File: config.mk
export PLATFORM = sky130hd
export DESIGN_NAME = div_clk_monitor_flat
export DESIGN_NICKNAME = d
export VERILOG_FILES = /design/src/rtl/div_clk_monitor_if.sv /design/src/rtl/div_clk_monitor.sv /design/src/flat_wrapper.sv
export SDC_FILE = /design/constraint.sdc
export NUM_CORES = 1
export LEC_CHECK = 0
export ABC_AREA = 1
export ABC_CLOCK_PERIOD_IN_PS = 3100
export CAP_MARGIN = 20
export CELL_PAD_IN_SITES_DETAIL_PLACEMENT = 1
export CELL_PAD_IN_SITES_GLOBAL_PLACEMENT = 1
export CORE_ASPECT_RATIO = 1.4
export CORE_UTILIZATION = 43
export CTS_BUF_LIST = sky130_fd_sc_hd__clkbuf_16
export CTS_CLUSTER_DIAMETER = 100
export DETAILED_ROUTE_END_ITERATION = 12
export PLACE_DENSITY = 0.95
export SYNTH_ARGS = -nofsm -noshare
export SYNTH_HDL_FRONTEND = slang
export SYNTH_SLANG_ARGS = --single-unit
File: constraint.sdc
create_clock -name clk -period 3.1 [get_ports clk]
set_input_delay 0.465 -clock clk [delete_from_list [all_inputs] [get_ports clk]]
set_output_delay 0.465 -clock clk [all_outputs]
set_load 0.05 [all_outputs]
File: src/rtl/div_clk_monitor_if.sv
// Signal bundle between a divider-under-test driver (master) and the divided-clock monitor (slave).
interface div_clk_monitor_if #(
    parameter int CNT_W = 8
);
    logic             en;
    logic             div_clk_in;
    logic [CNT_W-1:0] period;
    logic [CNT_W-1:0] high_time;
    logic             meas_valid;
    logic             locked;
    logic             ratio_err;
    logic             stuck;
    logic [CNT_W-1:0] err_count;

    modport master (
        output en, div_clk_in,
        input  period, high_time, meas_valid, locked, ratio_err, stuck, err_count
    );

    modport slave (
        input  en, div_clk_in,
        output period, high_time, meas_valid, locked, ratio_err, stuck, err_count
    );
endinterface

File: src/rtl/div_clk_monitor.sv
// Divided-clock checker: measures period and high time of div_clk_in in clk cycles,
// tracks lock against EXP_DIV, flags ratio errors and a stuck (edge-less) input.
module div_clk_monitor #(
    parameter int CNT_W    = 8,
    parameter int EXP_DIV  = 3,
    parameter int LOCK_CNT = 4
) (
    input  logic             clk,
    input  logic             rst,
    div_clk_monitor_if.slave mon
);
    localparam logic [CNT_W-1:0] MAXC   = {CNT_W{1'b1}};
    localparam logic [CNT_W-1:0] ONE    = CNT_W'(1);
    localparam logic [CNT_W-1:0] EXP_C  = CNT_W'(EXP_DIV);
    localparam logic [3:0]       LOCK_C = 4'(LOCK_CNT);

    typedef enum logic {IDLE, MEASURE} state_t;

    state_t           state_q, state_d;
    logic             s0_q, s1_q;
    logic             rise;
    logic [CNT_W-1:0] per_cnt_q, per_cnt_d;
    logic [CNT_W-1:0] hi_cnt_q, hi_cnt_d;
    logic [CNT_W-1:0] period_q, period_d;
    logic [CNT_W-1:0] high_q, high_d;
    logic [CNT_W-1:0] errc_q, errc_d;
    logic [3:0]       good_q, good_d, good_inc;
    logic             mv_q, mv_d;
    logic             lock_q, lock_d;
    logic             rerr_q, rerr_d;
    logic             stuck_q, stuck_d;

    assign rise     = s0_q & ~s1_q;
    assign good_inc = (good_q >= LOCK_C) ? LOCK_C : good_q + 4'd1;

    always_comb begin
        state_d   = state_q;
        per_cnt_d = per_cnt_q;
        hi_cnt_d  = hi_cnt_q;
        period_d  = period_q;
        high_d    = high_q;
        errc_d    = errc_q;
        good_d    = good_q;
        lock_d    = lock_q;
        stuck_d   = stuck_q;
        mv_d      = 1'b0;
        rerr_d    = 1'b0;

        if (!mon.en) begin
            state_d = IDLE;
            lock_d  = 1'b0;
            good_d  = 4'd0;
        end else begin
            case (state_q)
                IDLE: begin
                    // First edge only arms; nothing to report yet.
                    if (rise) begin
                        per_cnt_d = ONE;
                        hi_cnt_d  = ONE;
                        stuck_d   = 1'b0;
                        state_d   = MEASURE;
                    end
                end
                MEASURE: begin
                    if (rise) begin
                        period_d  = per_cnt_q;
                        high_d    = hi_cnt_q;
                        mv_d      = 1'b1;
                        per_cnt_d = ONE;
                        hi_cnt_d  = ONE;
                        if (per_cnt_q == EXP_C) begin
                            good_d = good_inc;
                            if (good_inc == LOCK_C) lock_d = 1'b1;
                        end else begin
                            rerr_d = 1'b1;
                            lock_d = 1'b0;
                            good_d = 4'd0;
                            if (errc_q != MAXC) errc_d = errc_q + ONE;
                        end
                    end else if (per_cnt_q == MAXC) begin
                        stuck_d = 1'b1;
                        lock_d  = 1'b0;
                        good_d  = 4'd0;
                        state_d = IDLE;
                    end else begin
                        // per_cnt is below MAXC here, so this increment cannot wrap.
                        per_cnt_d = per_cnt_q + ONE;
                        if (s0_q && hi_cnt_q != MAXC) hi_cnt_d = hi_cnt_q + ONE;
                    end
                end
                default: state_d = IDLE;
            endcase
        end
    end

    always_ff @(posedge clk) begin
        if (!rst) begin
            state_q   <= IDLE;
            s0_q      <= 1'b0;
            s1_q      <= 1'b0;
            per_cnt_q <= '0;
            hi_cnt_q  <= '0;
            period_q  <= '0;
            high_q    <= '0;
            errc_q    <= '0;
            good_q    <= 4'd0;
            mv_q      <= 1'b0;
            lock_q    <= 1'b0;
            rerr_q    <= 1'b0;
            stuck_q   <= 1'b0;
        end else begin
            state_q   <= state_d;
            s0_q      <= mon.div_clk_in;
            s1_q      <= s0_q;
            per_cnt_q <= per_cnt_d;
            hi_cnt_q  <= hi_cnt_d;
            period_q  <= period_d;
            high_q    <= high_d;
            errc_q    <= errc_d;
            good_q    <= good_d;
            mv_q      <= mv_d;
            lock_q    <= lock_d;
            rerr_q    <= rerr_d;
            stuck_q   <= stuck_d;
        end
    end

    assign mon.period     = period_q;
    assign mon.high_time  = high_q;
    assign mon.meas_valid = mv_q;
    assign mon.locked     = lock_q;
    assign mon.ratio_err  = rerr_q;
    assign mon.stuck      = stuck_q;
    assign mon.err_count  = errc_q;
endmodule

File: src/flat_wrapper.sv
// flat-port wrapper written by rule: the top's interface ports become plain ports
module div_clk_monitor_flat 
#(
    parameter int CNT_W    = 8,
    parameter int EXP_DIV  = 3,
    parameter int LOCK_CNT = 4
)
  (clk, rst, mon_en, mon_div_clk_in, mon_period, mon_high_time, mon_meas_valid, mon_locked, mon_ratio_err, mon_stuck, mon_err_count);
  div_clk_monitor_if #(.CNT_W(CNT_W)) mon_i ();
  input  logic clk;
  input  logic rst;
  input wire logic [$bits(mon_i.en)-1:0] mon_en;
  input wire logic [$bits(mon_i.div_clk_in)-1:0] mon_div_clk_in;
  output wire logic [$bits(mon_i.period)-1:0] mon_period;
  output wire logic [$bits(mon_i.high_time)-1:0] mon_high_time;
  output wire logic [$bits(mon_i.meas_valid)-1:0] mon_meas_valid;
  output wire logic [$bits(mon_i.locked)-1:0] mon_locked;
  output wire logic [$bits(mon_i.ratio_err)-1:0] mon_ratio_err;
  output wire logic [$bits(mon_i.stuck)-1:0] mon_stuck;
  output wire logic [$bits(mon_i.err_count)-1:0] mon_err_count;
  assign mon_i.en = mon_en;
  assign mon_i.div_clk_in = mon_div_clk_in;
  assign mon_period = mon_i.period;
  assign mon_high_time = mon_i.high_time;
  assign mon_meas_valid = mon_i.meas_valid;
  assign mon_locked = mon_i.locked;
  assign mon_ratio_err = mon_i.ratio_err;
  assign mon_stuck = mon_i.stuck;
  assign mon_err_count = mon_i.err_count;
  div_clk_monitor #(.CNT_W(CNT_W), .EXP_DIV(EXP_DIV), .LOCK_CNT(LOCK_CNT)) u_core (.clk(clk), .rst(rst), .mon(mon_i));
endmodule
---- Yosys cells after proc, flatten, opt, wreduce, memory -nomap -nowiden ----
Cells that the tools add are included.
cells by class
  $add $sub $neg .......................... 4
  multiply operators ...................... 0
  divide/modulo/power cells ............... 0
  magnitude comparators ................... 1
  equality and inequality tests ........... 11
  shift operators ......................... 0
  mux-type cells .......................... 25
  bitwise gates (word level) .............. 4
  reduce and logical (&&, ||, !) cells .... 12
operators by type and width
  operator                                                               number
  8-bit 2-to-1 mux                                                       6
  8-bit one-hot mux with 2 select lines                                  2
  8-bit by 1-bit adder with 8-bit output, second input constant          3
  4-bit 2-to-1 mux                                                       4
  8-bit != test, second input constant                                   2
  3-bit AND reduction                                                    4
  4-bit AND reduction                                                    3
  1-bit 2-to-1 mux                                                       11
  3-bit != test, second input constant                                   3
  8-bit by 2-bit == test with 1-bit output, second input constant        1
  8-bit == test, second input constant                                   1
  5-bit AND reduction                                                    1
  4-bit by 1-bit adder with 4-bit output, second input constant          1
  4-bit by 3-bit == test with 1-bit output, second input constant        1
  4-bit by 3-bit >= comparator with 1-bit output, second input constant  1
  2-bit != test, second input constant                                   2
  1-bit one-hot mux with 2 select lines                                  2
  2-bit AND reduction                                                    2
  1-bit NOT                                                              3
  2-bit by 1-bit != test with 1-bit output, second input constant        1
  2-bit nonzero test                                                     1
  1-bit AND                                                              1
  1-bit logical AND                                                      1
word-level totals
  bits in registers ....................... 51
  bits in latches ......................... 0
  bits in writable memories ............... 0
  ROM bits ................................ 0
  bits of input ports ..................... 4
  output and inout bits ................... 28
  memories kept ........................... 0

---- Longest topological paths before layout ----
  depth after elaboration ................. 6
  depth in mapped cells ................... 10
  mapped depth without buffers ............ 10

---- Worst setup path before layout ----
Ideal clock, no wire load.
  kind .................................... reg2reg
  start ................................... reg u_core.errc_q[0], in the netlist u_core.mon.err_count[0]
  end ..................................... reg u_core.errc_q[5], in the netlist u_core.mon.err_count[5]
  library setup time ...................... 0.070 ns
  arrival time ............................ 1.744 ns
  slack ................................... 1.286 ns
  cell stages (with the launch flop) ...... 8
  buffers on the path ..................... 0
  cells stage by stage .................... dfxtp_1 ha_1 nand3_1 nor2_2 nand3_2 nand2_4 nand2_1 a21oi_1
between the ends
  longest elaborated chain between the ends .. 2
  elaborated cells on any way between the ends .. 3
  those cells by class .................... add/sub: 1; eq/ne: 1; reduce/logical: 1
RTL lines
  what                                                                                            RTL line                source
  start, declared                                                                                 div_clk_monitor.sv:26   logic [CNT_W-1:0] errc_q, errc_d;
  start signal, assigned                                                                          div_clk_monitor.sv:119  errc_q <= errc_d;
  parallel branches: the longest is 2 deep, another holds 8-bit by 1-bit adder with 8-bit output  n/a
Parallel ways; which one is timed is not known.
A chain may end at the register's enable or synchronous reset.

---- Worst setup path after layout ----
  start ................................... reg u_core.errc_q[2], in the netlist u_core.mon.err_count[2]
  end ..................................... out mon_err_count[2]
RTL lines
  what           RTL line            source
  end, declared  flat_wrapper.sv:20  output wire logic [$bits(mon_i.err_count)-1:0] mon_err_count;
No word-level cell between the ends.

==> metrics.yaml <==
ir_drop_mv: 0.209
outcome: "finished, final reports clean"
hpwl_um: 5080
post_cts_resized: 0
synthTopCellsByArea: "dfxtp_1, nand2_1, nor2_1, o21ai_0, a21oi_1"
yosysSeqAreaShare: 0.406
first_iter_violations: 113
cp_num_buf_inv: 1
skew_ps: 8.25
worst_ep_required_time_ps: 2630
gp_congestion: 0.890
ff2ff_setup_slack_ps: 1220
switching_power_mw: 0.315
ys_warn_count: 0
drv_slew: 0
cts_buffers: 5
post-cts-setup-buffer-count: 0
end_kind: "primary output"
hold_viol_final: 0
dieArea_mm2: 0.00616
r2r-start: "u_core.per_cnt_q[0]"
placed_cells: 437
hold_start: "u_core.s0_q"
antenna_found_initial: 0
yosysTopAreaCellShare: 0.406
io_pins: 32
clkLatencyLatePin_ps: 290
vias_per_cell: 5.44
grt_overflow: 0
critPathMaxFanout: 6
final_util: 0.541
p_int_mw: 0.985
slowest_delay_ps: 850
nFillCells: 720
cts-hold-fix-buffers: 0
avgSynthCellArea_um2: 7.31
die_x_um: 66.6
synth_edf_count: 0
finalSetupViolations: 0
slowest_stage: "clkdlybuf4s50_1"
crit_arrival_ps: 1590
seq_power_share: 0.517
drc: 0
synth_area_mm2: 0.00251
num_rows: 32
path_cells: "clkdlybuf4s50_1"
syn2layout_area_growth_pct: 19.8
h-tree-depth: 2
initial_core_util: 0.452
path_delay_family: "buffers and inverters"
reg2reg_to: "u_core.per_cnt_q[7]"
async_reset_ff_frac: 0
antenna_left: 0
max_cap_viol_count: 0
power.density_mw_per_mm2: 432
grt_max_degree: 28
clkSinkCount: 51
worst_hold_path_type: "flip-flop to flip-flop"
leakagePower_nw: 1.14
final_layout_size_suffix_gt1_frac: 0.138
clkPwrFrac: 0.422
max_freq_ghz: 0.486
mostFrequentLayoutCell: "nand2_1"
hold_end: "u_core.s1_q"
track_usage: 0.248
cts.path.max_buffers: 2
setup-tns-final_ps: 0
grt_pass1_wl_um: 11600
rsz0062_at_grt: "no"
worstMarginPinSlew_ps: 574
wirelength_um: 6950
die_height_um: 92.5
hold_depth: 2
switching_share: 0.242
cts_tree: "done"
synth_ff_type: "dfxtp_1"
post-route-period-util: 0.664
core_mm2: 0.00557
synth_cell_types: 29
fin_nets: 384
antenna_cells: 0
relSlewSlack: 0.616
wl_per_cell_um: 15.6
syn-num-nets: 352
crit_type: "flip-flop to primary output"
layout_common_cells: "nand2_1, dfxtp_1, nor2_1"
fin_crit_ps: 2060
placed_area_mm2: 0.00287
synth.ff_latch_count: 51
grt_pass1_vias: 2567
combPwrFrac: 0.061
postSynthCellCount: 344
fin_area_mm2: 0.00301
drt_first_pass_iters: 4
regArea_mm2: 0.00102
fin_cells: 445
path_clk_slew_ps: 60
yosysTopAreaCell: "dfxtp_1"
multi_input_area_mm2: 0.00131
root_buffer: "clkbuf_16"
route.vias.total: 2420
port_buffers: 31
reg2regPathDepth: 9
crit_path_start_kind: "flip-flop"
==> synthesized netlist by cell type (4+ instances only) <==
master / n
nand2_1: 78
a21oi_1: 24
nor2_2: 12
o21ai_2: 4
nand4_1: 5
nor2_4: 4
nand2_2: 8
dfxtp_1: 51
nor3_1: 5
nand3_1: 24
o21ai_0: 26
nor2_1: 40
ha_1: 4
inv_1: 30
a21oi_2: 4
==> how the worst max path moves through the flow <==
stage,start,endpoint,cells past startpoint
2_1_floorplan,u_core.mon.err_count[0],u_core.mon.err_count[5],7
3_3_place_gp,mon_en,u_core.per_cnt_q[7],8
3_5_place_dp,mon_en,u_core.per_cnt_q[1],7
4_1_cts,u_core.mon.err_count[2],mon_err_count[2],1
5_1_grt,u_core.mon.err_count[6],mon_err_count[6],1
6_report,u_core.mon.err_count[2],mon_err_count[2],1
==> flip-flops by register name, indices dropped and copies added (netlist names) <==
signal	count
u_core.hi_cnt_q	8
u_core.mon.err_count	8
u_core.mon.high_time	8
u_core.mon.period	8
u_core.per_cnt_q	8
u_core.good_q	4
u_core.mon.locked	1
u_core.mon.meas_valid	1
u_core.mon.ratio_err	1
u_core.mon.stuck	1
u_core.s0_q	1
u_core.s1_q	1
u_core.state_q	1
==> cells by family after synthesis <==
kind of cell	Yosys count	share of synthesized area
fa+ha+maj	4	0.0199
buf+inv	41	0.0722
compound gates	59	0.130
simple gates	185	0.357
xor+xnor	4	0.0139
flops	51	0.406
==> routing by layer <==
layer  part of all wire  GRT usage  up-vias
met4              0.039      0.144        0
met1               0.39      0.250     1169
met3              0.024     0.0382       25
li1                   -          -     1174
met5                  0          0        -
met2               0.55      0.460       52
==> power by group through the flow <==
stage	sequential (mW)	clock, mW	combinational (mW)
floorplan	0.694	0	0.0481
finish	0.672	0.549	0.0792
global placement	0.687	0	0.0742
global route	0.673	0.589	0.0868
detailed placement	0.687	0	0.0777
CTS	0.672	0.555	0.0793
==> metrics by stage <==
stage / total power [mW] / hold WS (ps) / worst slack (ps)
floorplan: 0.742 / 419 / 1290
global placement: 0.761 / 427 / 1110
finish: 1.30 / 447 / 1040
CTS: 1.31 / 449 / 1040
detailed placement: 0.765 / 442 / 1040
global route: 1.35 / 478 / 1000
==> area by class of cell <==
type | count | area share
Inverter | 33 | 0.0411
Sequential cell | 51 | 0.339
Timing Repair Buffer | 33 | 0.108
Tap cell | 68 | 0.0283
Clock buffer | 5 | 0.0415
Clock inverter | 3 | 0.00665
Multi-Input combinational cell | 252 | 0.435
No activity file was read; power rests on OpenSTA's default activity.
